$ cat config.mk
export PLATFORM = sky130hd
export DESIGN_NAME = lzc_norm_arb
export DESIGN_NICKNAME = d
export VERILOG_FILES = /design/src/rtl/lzc_pkg.sv /design/src/rtl/lzc_norm_arb_lzc32.sv /design/src/rtl/lzc_norm_arb.sv
export SDC_FILE = /design/constraint.sdc
export NUM_CORES = 1
export LEC_CHECK = 0
export ABC_AREA = 0
export BUFFER_PORTS_ARGS = -buffer_cell sky130_fd_sc_hd__buf_2
export CAP_MARGIN = 20
export CORE_MARGIN = 4
export CORE_UTILIZATION = 48
export DETAILED_ROUTE_END_ITERATION = 8
export PLACE_DENSITY = 0.83
export SLEW_MARGIN = 0
export SYNTH_ARGS = -nofsm -noshare
export SYNTH_HDL_FRONTEND = slang
export SYNTH_SLANG_ARGS = --single-unit
$ cat constraint.sdc
create_clock -name clk -period 2.6 [get_ports clk]
set_input_delay 0.52 -clock clk [delete_from_list [all_inputs] [get_ports clk]]
set_output_delay 0.52 -clock clk [all_outputs]
set_load 0.01 [all_outputs]
$ cat src/rtl/lzc_pkg.sv
// Shared definitions for the leading-zero normalization controller:
// datapath widths, arbiter FSM states and the round-robin pick helper.
package lzc_pkg;

    localparam int LZC_DATA_W = 32;
    localparam int LZC_CNT_W  = 6;

    typedef enum logic [1:0] {
        IDLE = 2'd0,
        CALC = 2'd1,
        HOLD = 2'd2
    } lzc_arb_state_t;

    // Round-robin search: start at ptr+1 (mod n_req), wrap, first valid wins.
    // Requester slots at or above n_req are never considered. With no valid
    // request the result is ptr; callers gate the grant with "any valid".
    function automatic logic [1:0] rr_pick(
        input logic [3:0] valid,
        input logic [1:0] ptr,
        input int         n_req
    );
        logic [1:0] pick;
        logic       found;
        int         idx;
        pick  = ptr;
        found = 1'b0;
        idx   = 0;
        for (int k = 1; k <= 4; k++) begin
            if (k <= n_req && !found) begin
                idx = (int'(ptr) + k) % n_req;
                if (valid[idx]) begin
                    pick  = 2'(idx);
                    found = 1'b1;
                end
            end
        end
        return pick;
    endfunction

endpackage

$ cat src/rtl/lzc_norm_arb_lzc32.sv
// LZC32: combinational 32-bit leading-zero counter.
// z is the number of leading zeros (0..31) when az is low; az flags an
// all-zero operand, in which case z is meaningless and reads as 0.
module LZC32 (
    input  logic [31:0] data,
    output logic [4:0]  z,
    output logic        az
);

    logic [7:0] nib_zero;

    // Per-nibble zero flags, most significant nibble at index 7.
    generate
        for (genvar gi = 0; gi < 8; gi++) begin : g_nib
            assign nib_zero[gi] = ~|data[4*gi +: 4];
        end
    endgenerate

    assign az = &nib_zero;

    // Priority scan from the MSB; the first set bit fixes the count.
    always_comb begin
        logic found;
        z     = 5'd0;
        found = 1'b0;
        for (int b = 31; b >= 0; b--) begin
            if (!found && data[b]) begin
                z     = 5'(31 - b);
                found = 1'b1;
            end
        end
    end

endmodule

$ cat src/rtl/lzc_norm_arb.sv
// lzc_norm_arb: round-robin front end sharing one LZC32 among up to four
// requesters. Accepts one operand in IDLE, evaluates it in CALC, and holds
// the registered count / normalized operand / zero flag in HOLD until the
// consumer takes it.
module lzc_norm_arb
    import lzc_pkg::*;
#(
    parameter int N_REQ = 4,
    parameter int ID_W  = 2
) (
    input  logic                    clk,
    input  logic                    rst_n,
    input  logic [N_REQ-1:0]        req_valid,
    input  logic [N_REQ*32-1:0]     req_data,
    output logic [N_REQ-1:0]        req_ready,
    output logic                    res_valid,
    input  logic                    res_ready,
    output logic [ID_W-1:0]         res_id,
    output logic [LZC_CNT_W-1:0]    res_cnt,
    output logic [LZC_DATA_W-1:0]   res_norm,
    output logic                    res_zero,
    output logic                    busy
);

    lzc_arb_state_t          state;
    logic [ID_W-1:0]         ptr;
    logic [ID_W-1:0]         id_q;
    logic [LZC_DATA_W-1:0]   op_q;

    logic [3:0]              valid_pad;
    logic [LZC_DATA_W-1:0]   data_arr [4];
    logic [1:0]              grant;
    logic [ID_W-1:0]         grant_id;
    logic [LZC_DATA_W-1:0]   sel_data;
    logic                    any_valid;

    logic [4:0]              lzc_z;
    logic                    lzc_az;
    logic [LZC_CNT_W-1:0]    calc_cnt;
    logic [LZC_DATA_W-1:0]   calc_norm;

    // Pad the request vector and operand bus to four slots so the
    // arbiter logic is the same for every legal N_REQ.
    generate
        for (genvar gi = 0; gi < 4; gi++) begin : g_pad
            if (gi < N_REQ) begin : g_live
                assign valid_pad[gi] = req_valid[gi];
                assign data_arr[gi]  = req_data[32*gi +: 32];
            end else begin : g_tied
                assign valid_pad[gi] = 1'b0;
                assign data_arr[gi]  = '0;
            end
        end
    endgenerate

    assign any_valid = |req_valid;
    assign grant     = rr_pick(valid_pad, 2'(ptr), N_REQ);
    assign grant_id  = ID_W'(grant);
    assign sel_data  = data_arr[grant];
    assign busy      = (state != IDLE);

    // Accept strobe only in IDLE and only toward the current winner.
    generate
        for (genvar gi = 0; gi < N_REQ; gi++) begin : g_ready
            assign req_ready[gi] = (state == IDLE) && any_valid && (grant == 2'(gi));
        end
    endgenerate

    LZC32 u_lzc (
        .data (op_q),
        .z    (lzc_z),
        .az   (lzc_az)
    );

    // An all-zero operand reports the full width and a zero mantissa.
    assign calc_cnt  = lzc_az ? LZC_CNT_W'(LZC_DATA_W) : {1'b0, lzc_z};
    assign calc_norm = lzc_az ? '0 : (op_q << lzc_z);

    // Arbiter / result FSM with all outputs registered.
    always_ff @(posedge clk or negedge rst_n) begin
        if (!rst_n) begin
            state     <= IDLE;
            ptr       <= ID_W'(N_REQ - 1);
            op_q      <= '0;
            id_q      <= '0;
            res_valid <= 1'b0;
            res_id    <= '0;
            res_cnt   <= '0;
            res_norm  <= '0;
            res_zero  <= 1'b0;
        end else begin
            case (state)
                IDLE: begin
                    if (any_valid) begin
                        op_q  <= sel_data;
                        id_q  <= grant_id;
                        ptr   <= grant_id;
                        state <= CALC;
                    end
                end
                CALC: begin
                    res_cnt   <= calc_cnt;
                    res_norm  <= calc_norm;
                    res_zero  <= lzc_az;
                    res_id    <= id_q;
                    res_valid <= 1'b1;
                    state     <= HOLD;
                end
                HOLD: begin
                    if (res_ready) begin
                        res_valid <= 1'b0;
                        state     <= IDLE;
                    end
                end
                default: state <= IDLE;
            endcase
        end
    end

endmodule

==> run summary <==
Status: complete, but fails checks
Failing checks: negative setup slack
Endpoints failing setup: 30
Top cell types by occurrence after synthesis: sky130_fd_sc_hd__nand2_1, sky130_fd_sc_hd__dfrtp_1, sky130_fd_sc_hd__o21ai_0
Ratio of cells with drive above 1 in the final layout: 0.4547
Clock tree from TritonCTS: done
Largest net degree at the start of global routing: 64
Hold WC Path Type: in2async
Crit Reg-Reg Endpoint: res_norm[14]
Height of the chip: 119.2 µm
Netlist cell types: 67
Setup Crit Path Kind: reg2reg
Worst max-slew margin expressed relative to the limit: 0.6025
Most frequent cell after synthesis: sky130_fd_sc_hd__nand2_1
WL final: 24.71 mm
Post-route worst setup slack: -0.4597 ns
Number of clock buffers inserted by TritonCTS: 9
Max FO, Critical Path: 8
Routed length per placed instance: 19.43 µm
Share of the cycle needed by the critical path after routing: 1.177
Max-cap violations: 0
Clock-pin slew on the worst setup and hold paths: 0.06 ns
Worst Max-Slew Pin Slew: 0.5912 ns
Critical Path AT: 3.29 ns
Via count of the first global-routing pass: 7,588
Required time of the critical path: 2.83 ns
Number of pins exceeding their max-slew limit in the final report: 0
Maximum number of buffers from clock root to sink: 2
Cells taking the most area after synthesis: sky130_fd_sc_hd__dfrtp_1, sky130_fd_sc_hd__nand2_1, sky130_fd_sc_hd__o21ai_0
Maximum frequency from static timing analysis: 326.8 MHz
Number of flops mapped to enable cells by yosys: 0
Number of cells produced by synthesis: 777
Total global routing track utilization: 0.3410
Power per cell area: 1775 nW/µm²
Initial standard-cell utilization of the core: 0.4918
Post-route ant nets: 0
Clock Skews: 0.005624 ns
Net Sw Frac: 0.4632
Setup repair after global routing missed its margin: true
Vias post-DR: 7,547
Sequential area share after synthesis: 0.3337
Combinational cell fraction of total power: 0.783
Post-Syn Nets: 912
Wire length of the first global-routing pass: 38.63 mm
Die X: 119.2 µm
Count of yosys warnings during synthesis: 0
Die footprint: 14,200 µm²
Area added between synthesis and finish: 58.24%
Ports: 182
Reg-to-Reg Start: op_q[21]
Total clock sinks: 79
Share of async-settable or async-resettable flops after synthesis: 1.000
Source-to-sink clock delay at the later pin of the worst-skew pair: 0.35 ns
Fin nets: 1,234
Top flip-flop cell by instance count after synthesis: sky130_fd_sc_hd__dfrtp_1
Net switching component of the power: 7.718 mW
Cell internal pwr: 8.945 mW
H-tree depth: 3
Syn_area_per_cell: 7.634 µm²
Number of detailed-routing iterations run before antenna repair: 8
Fill cells: 866
Number of design rule violations left after detail routing: 0
Number of rows created at floorplan: 40
Final non-filler cell total: 1,272
Synth top area share: 0.3248
Sequential share of power: 0.138
Detailed-placement wirelength estimate: 18.42 mm
Critical path endpoint category: register
FF+latch count, synth: 79
Register-to-Register Path Depth: 12
Power share of the clock group: 0.079
Critical path startpoint category: register
Number of placed instances, taps included: 1,235
Number of input and output port buffers inserted: 181
Initial detailed-routing violation count: 842
Vias per cell: 5.933
Buffer type at the clock tree root: sky130_fd_sc_hd__clkbuf_16
Cell accounting for the most synthesized area: sky130_fd_sc_hd__dfrtp_1
Leakage power figure: 4.411 nW
Number of hold buffers added after cts: 0
Final worst path period need: 3.060 ns
Routability congestion estimate from global placement: 1.021
Number of antenna violations at the first check in global routing: 0
R2R Setup Slk: -0.46 ns
Core Region: 12,060 µm²
Hold Vio Cnt, Final: 0
Final core utilization: 0.7782
Highest ir drop seen on vdd: 0.8027 mV
Overflow after GRT: 0
Antenna cell count: 0
Synthesized cell area: 5932 µm²
flip-flops by register name (all words and copies together) (netlist names):
| register | flops |
|---|---|
| ptr | 2 |
| id_q | 2 |
| state | 2 |
| op_q | 32 |
| res_valid | 1 |
| res_cnt | 6 |
| res_id | 2 |
| res_norm | 32 |
critical path, stage by stage, from the launching register on:
cell and delay [ns]:
sky130_fd_sc_hd__dfrtp_1 0.43, sky130_fd_sc_hd__or4_4 0.57, sky130_fd_sc_hd__nor4_4 0.20, sky130_fd_sc_hd__a211oi_2 0.15, sky130_fd_sc_hd__o2bb2ai_4 0.18, sky130_fd_sc_hd__buf_12 0.15
sky130_fd_sc_hd__buf_8 0.12, sky130_fd_sc_hd__mux2i_2 0.25, sky130_fd_sc_hd__mux2i_1 0.14, sky130_fd_sc_hd__mux2i_1 0.24, sky130_fd_sc_hd__buf_4 0.18, sky130_fd_sc_hd__nand2_1 0.05
sky130_fd_sc_hd__a32o_1 0.27
power by group through the flow:
stage	logic, mW	clock network (mW)	registers (mW)
after floorplan	5.59	0	2.44
after global placement	10.1	0	2.27
after detailed placement	10.2	0	2.30
after CTS	11.9	1.33	2.29
after global routing	13.8	1.39	2.36
final	13.0	1.32	2.30
kinds of logic (layout without fill, tap and decap cells):
kind of cell / count (synthesis) / after routing / synth area share
multiplexers: 39 / 39 / 0.07024
flip-flops: 79 / 79 / 0.3337
AND/OR/NAND/NOR: 331 / 331 / 0.2516
AO/OA/AOI/OAI: 264 / 264 / 0.2964
buffers and inverters: 64 / 391 / 0.04809
how the worst max path moves through the flow:
stage / from / end / slack [ns]
after floorplan: op_q[30] / res_norm[24] / -0.19
final: op_q[21] / res_norm[14] / -0.46
after detailed placement: op_q[21] / res_norm[22] / -0.56
after global routing: op_q[21] / res_norm[24] / -0.55
after global placement: op_q[21] / res_norm[22] / -0.48
after CTS: op_q[21] / res_norm[22] / -0.34
area by class of cell:
| cell class | count | area [µm²] | share of cell area |
|---|---|---|---|
| multi-input cells | 634 | 4333 | 0.4616 |
| clock inverters | 2 | 37.54 | 0.003999 |
| clock buffers | 14 | 274.0 | 0.02919 |
| flip-flops and latches | 79 | 1982 | 0.2111 |
| repair buffers | 368 | 2524 | 0.2689 |
| well taps | 168 | 210.2 | 0.02239 |
| inverters | 7 | 26.28 | 0.002799 |
layer usage:
metal | global-route usage | up-vias | part of all wire
met5 | 0 | - | 0
met1 | 0.4025 | 3570 | 0.38
met2 | 0.5758 | 398 | 0.50
met3 | 0.06790 | 93 | 0.068
li1 | - | 3486 | -
met4 | 0.1962 | 0 | 0.054
placed cells by master, fill, tap and decap left out, drive strengths merged, types with 3 or more instances in the layout:
| cell type | n |
|---|---|
| buf | 367 |
| nand2 | 179 |
| dfrtp | 77 |
| o21ai | 74 |
| a21oi | 60 |
| nor2 | 53 |
| a22oi | 35 |
| nand3 | 31 |
| mux2i | 27 |
| clkbuf | 14 |
| mux2 | 11 |
| a32o | 10 |
| nand2b | 10 |
| nor3 | 10 |
| and2 | 9 |
| nor4 | 9 |
| and3 | 8 |
| o22ai | 8 |
| o211ai | 7 |
| nor2b | 6 |
| inv | 6 |
| a21o | 6 |
| a211oi | 6 |
| a221oi | 6 |
| a31oi | 5 |
| o21a | 5 |
| or2 | 5 |
| o221ai | 5 |
| a2bb2oi | 5 |
| a22o | 4 |
| or3 | 4 |
| o31ai | 3 |
| a32oi | 3 |
metrics by stage:
step	TNS (ns)	worst slack [ns]	hold WS, ns	power (mW)	area, µm²
final	-8.850	-0.4597	0.1003	16.66	9387
after global routing	-12.25	-0.5470	0.1279	17.60	9387
after CTS	-6.606	-0.3413	0.1087	15.54	9125
after detailed placement	-10.10	-0.5603	0.4574	12.55	8218
after global placement	-8.449	-0.4784	0.4551	12.35	8218
after floorplan	-1.727	-0.1946	0.2244	8.024	6036
what timing repair did:
item                                    in CTS  in global routing
buffers inserted                            20                  5
cloned                                       1                  0
resized for setup                          101                 52
pin swaps                                   39                 21
endpoints found under the setup margin      32                 34
Power figures use the tool's default switching activity.
